File: config.mk
export PLATFORM = sky130hd
export DESIGN_NAME = tpu_matmul_sequencer_flat
export DESIGN_NICKNAME = d
export VERILOG_FILES = /design/src/rtl/tpu_matmul_sequencer_pkg.sv /design/src/rtl/tpu_matmul_sequencer_if.sv /design/src/rtl/tpu_matmul_sequencer_valid_delay.sv /design/src/rtl/tpu_matmul_sequencer.sv /design/src/flat_wrapper.sv
export SDC_FILE = /design/constraint.sdc
export NUM_CORES = 1
export LEC_CHECK = 0
export CORE_MARGIN = 5
export CORE_UTILIZATION = 45
export DETAILED_ROUTE_END_ITERATION = 8
export PLACE_DENSITY = 0.76
export SYNTH_ARGS = -nofsm -noshare
export SYNTH_HDL_FRONTEND = slang
export SYNTH_SLANG_ARGS = --single-unit
File: constraint.sdc
create_clock -name clk -period 2.8 [get_ports clk]
set_clock_uncertainty 0.15 [all_clocks]
set_input_delay 0.56 -clock clk [delete_from_list [all_inputs] [get_ports clk]]
set_output_delay 0.56 -clock clk [all_outputs]
set_load 0.02 [all_outputs]
File: src/rtl/tpu_matmul_sequencer_pkg.sv
// Shared definitions for the matmul tile sequencer: FSM encoding and datapath sizing.
package tpu_matmul_sequencer_pkg;

    localparam int MATRIX_SIZE            = 8;
    localparam int DEFAULT_RESULT_LATENCY = 2 * MATRIX_SIZE;
    localparam int PARTIAL_SUM_BW         = 32;
    // Result SRAM row width, used by the top level when sizing the result memory.
    localparam int RESULT_ROW_W           = PARTIAL_SUM_BW * MATRIX_SIZE;

    typedef enum logic [2:0] {
        ST_IDLE   = 3'd0,
        ST_WFETCH = 3'd1,
        ST_WLOAD  = 3'd2,
        ST_STREAM = 3'd3,
        ST_DRAIN  = 3'd4,
        ST_DONE   = 3'd5
    } state_t;

endpackage

File: src/rtl/tpu_matmul_sequencer_if.sv
// Control/config and memory-sequencing signals between the host side and the sequencer.
interface tpu_matmul_sequencer_if #(
    parameter int ADDRESSSIZE      = 10,
    parameter int ADDRESSSIZE_fifo = 2
);
    logic                        start;
    logic                        abort;
    logic [ADDRESSSIZE-1:0]      cfg_src_base;
    logic [ADDRESSSIZE-1:0]      cfg_dst_base;
    logic [ADDRESSSIZE:0]        cfg_num_rows;
    logic [ADDRESSSIZE_fifo-1:0] cfg_weight_slot;
    logic [ADDRESSSIZE_fifo-1:0] weight_address;
    logic                        we_rl;
    logic [ADDRESSSIZE-1:0]      ub_address;
    logic                        ub_issue;
    logic                        res_write_enable;
    logic [ADDRESSSIZE-1:0]      res_address;
    logic                        busy;
    logic                        done;

    modport master (
        output start, abort, cfg_src_base, cfg_dst_base, cfg_num_rows, cfg_weight_slot,
        input  weight_address, we_rl, ub_address, ub_issue, res_write_enable,
               res_address, busy, done
    );

    modport slave (
        input  start, abort, cfg_src_base, cfg_dst_base, cfg_num_rows, cfg_weight_slot,
        output weight_address, we_rl, ub_address, ub_issue, res_write_enable,
               res_address, busy, done
    );
endinterface

File: src/rtl/tpu_matmul_sequencer_valid_delay.sv
// Fixed-depth 1-bit delay line turning UB issue strobes into result write strobes.
module tpu_matmul_sequencer_valid_delay #(
    parameter int DEPTH = 16
) (
    input  logic clk,
    input  logic rst,
    input  logic flush,
    input  logic din,
    output logic dout
);
    logic [DEPTH-1:0] stage_reg;

    generate
        for (genvar gi = 0; gi < DEPTH; gi++) begin : g_stage
            if (gi == 0) begin : g_head
                always_ff @(posedge clk or posedge rst) begin
                    if (rst)        stage_reg[gi] <= 1'b0;
                    else if (flush) stage_reg[gi] <= 1'b0;
                    else            stage_reg[gi] <= din;
                end
            end else begin : g_tail
                always_ff @(posedge clk or posedge rst) begin
                    if (rst)        stage_reg[gi] <= 1'b0;
                    else if (flush) stage_reg[gi] <= 1'b0;
                    else            stage_reg[gi] <= stage_reg[gi-1];
                end
            end
        end
    endgenerate

    assign dout = stage_reg[DEPTH-1];
endmodule

File: src/rtl/tpu_matmul_sequencer.sv
// One-tile matmul sequencer: weight fetch/reload, activation row streaming, delayed result writes.
module tpu_matmul_sequencer
    import tpu_matmul_sequencer_pkg::*;
#(
    parameter int ADDRESSSIZE      = 10,
    parameter int ADDRESSSIZE_fifo = 2,
    parameter int RESULT_LATENCY   = DEFAULT_RESULT_LATENCY
) (
    input logic                    clk,
    input logic                    rst,
    tpu_matmul_sequencer_if.slave  bus
);
    state_t                      state_reg;
    logic [ADDRESSSIZE-1:0]      src_reg;
    logic [ADDRESSSIZE-1:0]      dst_reg;
    logic [ADDRESSSIZE:0]        num_reg;
    logic [ADDRESSSIZE:0]        row_cnt_reg;
    logic [ADDRESSSIZE:0]        wr_cnt_reg;
    logic [ADDRESSSIZE_fifo-1:0] weight_address_reg;
    logic                        we_rl_reg;
    logic [ADDRESSSIZE-1:0]      ub_address_reg;
    logic                        ub_issue_reg;
    logic                        busy_reg;
    logic                        done_reg;
    logic                        res_we;
    logic                        flush;

    assign flush = bus.abort && (state_reg != ST_IDLE);

    tpu_matmul_sequencer_valid_delay #(.DEPTH(RESULT_LATENCY)) u_valid_delay (
        .clk   (clk),
        .rst   (rst),
        .flush (flush),
        .din   (ub_issue_reg),
        .dout  (res_we)
    );

    always_ff @(posedge clk or posedge rst) begin
        if (rst) begin
            state_reg          <= ST_IDLE;
            src_reg            <= '0;
            dst_reg            <= '0;
            num_reg            <= '0;
            row_cnt_reg        <= '0;
            wr_cnt_reg         <= '0;
            weight_address_reg <= '0;
            we_rl_reg          <= 1'b0;
            ub_address_reg     <= '0;
            ub_issue_reg       <= 1'b0;
            busy_reg           <= 1'b0;
            done_reg           <= 1'b0;
        end else if (flush) begin
            state_reg          <= ST_IDLE;
            weight_address_reg <= '0;
            we_rl_reg          <= 1'b0;
            ub_address_reg     <= '0;
            ub_issue_reg       <= 1'b0;
            busy_reg           <= 1'b0;
            done_reg           <= 1'b0;
        end else begin
            if (res_we) wr_cnt_reg <= wr_cnt_reg + 1'b1;
            case (state_reg)
                ST_IDLE: begin
                    done_reg <= 1'b0;
                    // abort in IDLE suppresses a simultaneous start
                    if (bus.start && !bus.abort) begin
                        src_reg    <= bus.cfg_src_base;
                        dst_reg    <= bus.cfg_dst_base;
                        num_reg    <= bus.cfg_num_rows;
                        wr_cnt_reg <= '0;
                        busy_reg   <= 1'b1;
                        if (bus.cfg_num_rows == '0) begin
                            state_reg <= ST_DONE;
                            done_reg  <= 1'b1;
                        end else begin
                            state_reg          <= ST_WFETCH;
                            weight_address_reg <= bus.cfg_weight_slot;
                        end
                    end
                end
                ST_WFETCH: begin
                    we_rl_reg <= 1'b1;
                    state_reg <= ST_WLOAD;
                end
                ST_WLOAD: begin
                    we_rl_reg          <= 1'b0;
                    weight_address_reg <= '0;
                    ub_issue_reg       <= 1'b1;
                    ub_address_reg     <= src_reg;
                    row_cnt_reg        <= '0;
                    state_reg          <= ST_STREAM;
                end
                ST_STREAM: begin
                    if (row_cnt_reg == num_reg - 1'b1) begin
                        ub_issue_reg   <= 1'b0;
                        ub_address_reg <= '0;
                        state_reg      <= ST_DRAIN;
                    end else begin
                        row_cnt_reg    <= row_cnt_reg + 1'b1;
                        ub_address_reg <= ub_address_reg + 1'b1;
                    end
                end
                ST_DRAIN: begin
                    if (res_we && (wr_cnt_reg == num_reg - 1'b1)) begin
                        state_reg <= ST_DONE;
                        done_reg  <= 1'b1;
                    end
                end
                ST_DONE: begin
                    done_reg  <= 1'b0;
                    busy_reg  <= 1'b0;
                    state_reg <= ST_IDLE;
                end
                default: state_reg <= ST_IDLE;
            endcase
        end
    end

    assign bus.weight_address   = weight_address_reg;
    assign bus.we_rl            = we_rl_reg;
    assign bus.ub_address       = ub_address_reg;
    assign bus.ub_issue         = ub_issue_reg;
    assign bus.res_write_enable = res_we;
    assign bus.res_address      = res_we ? (dst_reg + wr_cnt_reg[ADDRESSSIZE-1:0]) : '0;
    assign bus.busy             = busy_reg;
    assign bus.done             = done_reg;
endmodule

File: src/flat_wrapper.sv
// flat-port wrapper written by rule: the top's interface ports become plain ports
module tpu_matmul_sequencer_flat import tpu_matmul_sequencer_pkg::*;
#(
    parameter int ADDRESSSIZE      = 10,
    parameter int ADDRESSSIZE_fifo = 2,
    parameter int RESULT_LATENCY   = DEFAULT_RESULT_LATENCY
)
  (clk, rst, bus_start, bus_abort, bus_cfg_src_base, bus_cfg_dst_base, bus_cfg_num_rows, bus_cfg_weight_slot, bus_weight_address, bus_we_rl, bus_ub_address, bus_ub_issue, bus_res_write_enable, bus_res_address, bus_busy, bus_done);
  tpu_matmul_sequencer_if #(.ADDRESSSIZE(ADDRESSSIZE), .ADDRESSSIZE_fifo(ADDRESSSIZE_fifo)) bus_i ();
  input logic clk;
  input logic rst;
  input wire logic [$bits(bus_i.start)-1:0] bus_start;
  input wire logic [$bits(bus_i.abort)-1:0] bus_abort;
  input wire logic [$bits(bus_i.cfg_src_base)-1:0] bus_cfg_src_base;
  input wire logic [$bits(bus_i.cfg_dst_base)-1:0] bus_cfg_dst_base;
  input wire logic [$bits(bus_i.cfg_num_rows)-1:0] bus_cfg_num_rows;
  input wire logic [$bits(bus_i.cfg_weight_slot)-1:0] bus_cfg_weight_slot;
  output wire logic [$bits(bus_i.weight_address)-1:0] bus_weight_address;
  output wire logic [$bits(bus_i.we_rl)-1:0] bus_we_rl;
  output wire logic [$bits(bus_i.ub_address)-1:0] bus_ub_address;
  output wire logic [$bits(bus_i.ub_issue)-1:0] bus_ub_issue;
  output wire logic [$bits(bus_i.res_write_enable)-1:0] bus_res_write_enable;
  output wire logic [$bits(bus_i.res_address)-1:0] bus_res_address;
  output wire logic [$bits(bus_i.busy)-1:0] bus_busy;
  output wire logic [$bits(bus_i.done)-1:0] bus_done;
  assign bus_i.start = bus_start;
  assign bus_i.abort = bus_abort;
  assign bus_i.cfg_src_base = bus_cfg_src_base;
  assign bus_i.cfg_dst_base = bus_cfg_dst_base;
  assign bus_i.cfg_num_rows = bus_cfg_num_rows;
  assign bus_i.cfg_weight_slot = bus_cfg_weight_slot;
  assign bus_weight_address = bus_i.weight_address;
  assign bus_we_rl = bus_i.we_rl;
  assign bus_ub_address = bus_i.ub_address;
  assign bus_ub_issue = bus_i.ub_issue;
  assign bus_res_write_enable = bus_i.res_write_enable;
  assign bus_res_address = bus_i.res_address;
  assign bus_busy = bus_i.busy;
  assign bus_done = bus_i.done;
  tpu_matmul_sequencer #(.ADDRESSSIZE(ADDRESSSIZE), .ADDRESSSIZE_fifo(ADDRESSSIZE_fifo), .RESULT_LATENCY(RESULT_LATENCY)) u_core (.clk(clk), .rst(rst), .bus(bus_i));
endmodule
# == Word level (Yosys, flattened, before mapping) ==
# Cells that the tools add are included.
# word_totals
ff_bits,88
input_bits,37
output_inout_bits,27
elab_cells,114
# classes
n_addsub,5
eq_ne,12
n_mux,48
n_bitwise,1
n_reduce_logical,20
# op_table
operator,count
2-to-1 mux 11 bit,4
2-to-1 mux 10 bit,3
2-to-1 mux 1 bit,25
"adder 11 x 1 -> 11 bit, second input constant",2
== test 11 bit,2
case mux 11 bit (2 select lines),1
case mux 10 bit (2 select lines),1
2-to-1 mux 3 bit,5
case mux 3 bit (5 select lines),1
nonzero test 3 bit,5
AND reduction 3 bit,4
logical NOT 11 bit,1
"subtractor 11 x 1 -> 11 bit, second input constant",1
"adder 10 x 1 -> 10 bit, second input constant",1
adder 10 bit,1
"!= test 3 x 1 -> 1 bit, second input constant",3
"== test 3 x 2 -> 1 bit, second input constant",2
"== test 3 bit, second input constant",2
2-to-1 mux 2 bit,3
case mux 1 bit (2 select lines),3
AND reduction 2 bit,3
case mux 2 bit (2 select lines),1
nonzero test 4 bit,1
"== test 3 x 1 -> 1 bit, second input constant",1
other kinds (8),10

# == Longest topological paths before layout ==
# logic_depth
word_depth,6
mapped_depth,11
mapped_depth_nobuf,9

# == Hierarchy ==
# Synthesis repeated with hierarchy kept, for this count alone.
# unflattened
hier_cells,506
hier_area_um2,5101.1
# modules_own_cells
mod,n_inst,cells_each,area_per_inst_um2,seq_area_each_um2
tpu_matmul_sequencer,1,472,4553.1,1801.7
tpu_matmul_sequencer_valid_delay,1,34,548.0,400.4

# == Least setup slack after synthesis ==
# No wires, ideal clock.
# synth_path
kind,register -> output
startpoint,register u_core.wr_cnt_reg[0]
endpoint,output port bus_res_address[8]
arrival_ns,2.353
t_required_ns,2.090
setup_slack_ns,-0.263
stages_incl_launch_ff,10
path_buffers,0
cell_sequence,dfrtp_1 ha_1 fa_1 a21o_1 a21oi_1 o21bai_1 a21oi_1 o21bai_1 a21oi_1 mux2i_1
# synth_via
elab_chain_cells,2
# synth_lines
item,line,rtl
start: declaration,tpu_matmul_sequencer.sv:18,logic [ADDRESSSIZE:0] wr_cnt_reg;
start signal: assignment,tpu_matmul_sequencer.sv:61,if (res_we) wr_cnt_reg <= wr_cnt_reg + 1'b1;
adder 10 bit,tpu_matmul_sequencer.sv:124,assign bus.res_address = res_we ? (dst_reg + wr_cnt_reg[ADDRESSSIZE-1:0]) : '0;
2-to-1 mux 10 bit,tpu_matmul_sequencer.sv:124,
end: declaration,flat_wrapper.sv:23,output wire logic [$bits(bus_i.res_address)-1:0] bus_res_address;
# Every way passes these cells.

# == Worst setup path in the final report ==
# layout_path
startpoint,register u_core.wr_cnt_reg[0]
endpoint,output port bus_res_address[7]
# The elaborated chain is that of the path after synthesis.

==> results.cfg <==
[outcome]
outcome = complete, but fails checks
violations = negative setup slack

[pwr]
peakVddDrop_uv = 513
powerDensity_nw_per_um2 = 612
power_leakage_nw = 3.12
finalPower_mw = 4.25

[route]
drtAntennaViolNets = 0
first_pass_iters = 4
vias = 4226
wl_per_cell_microns = 16.5
drc_errors = 0
drt_wl_total_microns = 12700
first_iter_violations = 251
via_per_inst = 5.47

[clock_network]
path_clk_slew_ns = 0.06
root_buffer = clkbuf_16
htree_levels = 3
cts_num_sinks = 88
cts_made_buffers = 9
cts_tree = done
clk_latency_ns = 0.35
cts_buffer_depth = 2

[yosys]
synth-edff-count = 0
yosys_warnings = 0
syn_nets = 553
ys_types = 64
synth_area_leaders = dfrtp_1 43%, mux2_2 6.6%, and2_1 3.7%
yosysSeqAreaShare = 0.433
ys_seq_elements = 88
netlist_instances = 502
synth_top_cell_by_area = dfrtp_1
ys.flop_type = dfrtp_1
synth_area_sq_um = 5090
synthDominantCellAreaShare = 0.433
syn_avg_cell_area_sq_um = 10.1
async_flop_share = 1.00

[finish]
nNetsFinal = 678
finish.utilization = 0.635
final_common_cell = dfrtp_1
largest_register_ffs = 15
drive_gt1_frac = 0.275
finish.instance_area_sq_um = 6950
final_cell_mix = 87 x dfrtp_1, 60 x buf_4, 54 x clkdlybuf4s50_1
antennaDiodeCount = 0
seqCellArea_sq_um = 2200
fillCellCount = 862
multi_input_area_sq_um = 2970
syn_to_final_growth_pct = 36.6

[timing]
tns_ns = -1.55
fin_crit_ns = 3.20
worstMarginPinSlew_ns = 0.817
fin_ws_ns = -0.397
setup_viol = 15
slew_headroom = 0.453
maxSlewViolCount = 0
timing.hold.ws_ns = 0.305
rsz0062_at_grt = true
finalHoldViolations = 0
max_freq_mhz = 313
fin_crit_sh = 1.14

[grt]
grt_max_degree = 89
grt-ovfl-total = 0
gr-usage-all-layers = 0.193
antenna_found_initial = 0
grt_pass1_vias = 4215
grt_pass1_wl_microns = 20700

[die]
die_w_microns = 116
die_h_microns = 116
dieArea_sq_um = 13500
core_area_sq_um = 10900
num_rows = 38
boundaryPins = 64
start_util = 0.465

[placement]
gp_congestion = 0.888
place_area_sq_um = 6290
port_buffers = 63
hpwlAfterDp_microns = 8810

[critical_path]
crit_top_cell = buf_4
worstSetupPathType = flip-flop to primary output
critPathRequiredTime_ns = 2.09
cp.buffers_inverters = 3
crit_family = compound AO/OA/AOI/OAI gates
start_kind = flip-flop
crit_fanout = 2
crit_slowest_cell = a2111o_1
worstPathCellList = ha_2, buf_6, a21o_1, a21oi_2, o21bai_1, a2111o_1, buf_4, a21oi_1, and3b_1, buf_4
crit_path_end_kind = primary output
cp_slowest_stage_delay_ns = 0.43
arrival_ns = 2.49

[flow_run]
cap_violations = 0

[hold_path]
holdCritPathClass = flip-flop to flip-flop
-- cell type report --
class / count / area share
multi-input combinational: 374 / 0.427
inverter: 17 / 0.00973
tap: 140 / 0.0252
clock buffer: 12 / 0.0355
timing repair buffer: 137 / 0.181
sequential: 88 / 0.317
clock inverter: 4 / 0.00432
-- layer usage --
| metal | track usage | wire length, microns | vias up |
|---|---|---|---|
| met3 | 0.0326 | 725 | 16 |
| met2 | 0.317 | 6340 | 102 |
| li1 | - | - | 2042 |
| met4 | 0.0626 | 179 | 0 |
| met5 | 0 | 0 | - |
| met1 | 0.260 | 5480 | 2066 |
-- through the flow --
step | setup slack [ns] | instances
2_1_floorplan | -0.175 | 502
3_3_place_gp | -0.611 | 743
3_5_place_dp | -0.611 | 743
4_1_cts | -0.401 | 765
5_1_grt | -0.520 | 772
6_report | -0.397 | 772
-- path summary, 6_finish.rpt --
path	endpoint	startpoint	slack [ns]	cells after the start
max in group asynchronous	u_core.wr_cnt_reg[1]$_DFFE_PP0N_	rst	1.59	3
worst min register to register	u_core.u_valid_delay.stage_reg[5]$_DFF_PP0_	u_core.u_valid_delay.stage_reg[4]$_DFF_PP0_	0.31	1
worst min-delay path	u_core.u_valid_delay.stage_reg[5]$_DFF_PP0_	u_core.u_valid_delay.stage_reg[4]$_DFF_PP0_	0.31	1
worst max register to register	u_core.row_cnt_reg[4]$_DFFE_PP0P_	u_core.num_reg[0]$_DFFE_PP0P_	-0.04	11
worst max-delay path	bus_res_address[7]	u_core.wr_cnt_reg[0]$_DFFE_PP0N_	-0.40	10
min in group asynchronous	u_core.u_valid_delay.stage_reg[5]$_DFF_PP0_	rst	0.54	3
-- power by group --
group	total, mW	internal (mW)	switching (mW)
clock	1.14	0.628	0.510
sequential	1.70	1.48	0.222
combinational	1.41	0.762	0.647
total	4.25	2.87	1.38
-- what timing repair did --
item,CTS,global route
hold buffers,0,0
gates cloned,1,0
hold endpoints to repair,0,0
endpoints found under the setup margin,22,33
pin swaps,15,31
setup buffers,6,13
resized for setup,56,60
-- cells in the mapped netlist (3+ instances only) --
cell type	count
mux2i_1	5
inv_1	16
xnor3_1	7
xor2_1	16
nor2_1	32
and2_1	30
dfrtp_1	88
nand3b_1	3
a22oi_1	6
xnor2_1	17
and3_1	6
a21o_1	3
o31ai_1	5
nand2_1	39
or4_1	3
a21oi_1	20
nand3_1	23
ha_1	13
nand4_1	7
clkbuf_1	17
o211ai_1	4
nand2b_1	6
nor4_1	5
nor3_1	10
or3_1	7
a22o_1	4
o21bai_1	3
nor2b_1	6
buf_6	3
mux2_2	30
a41oi_1	3
o21ai_0	25
-- cells by family after synthesis --
group                    after synthesis  synth area share
AND/OR/NAND/NOR                      191             0.205
AO/OA/AOI/OAI                         92             0.118
flip-flops                            88             0.433
XOR/XNOR                              42            0.0972
buffers and inverters                 40            0.0349
multiplexers                          35            0.0763
adder cells (fa/ha/maj)               14            0.0359
Note: power is estimated with default switching activity, not from simulation.
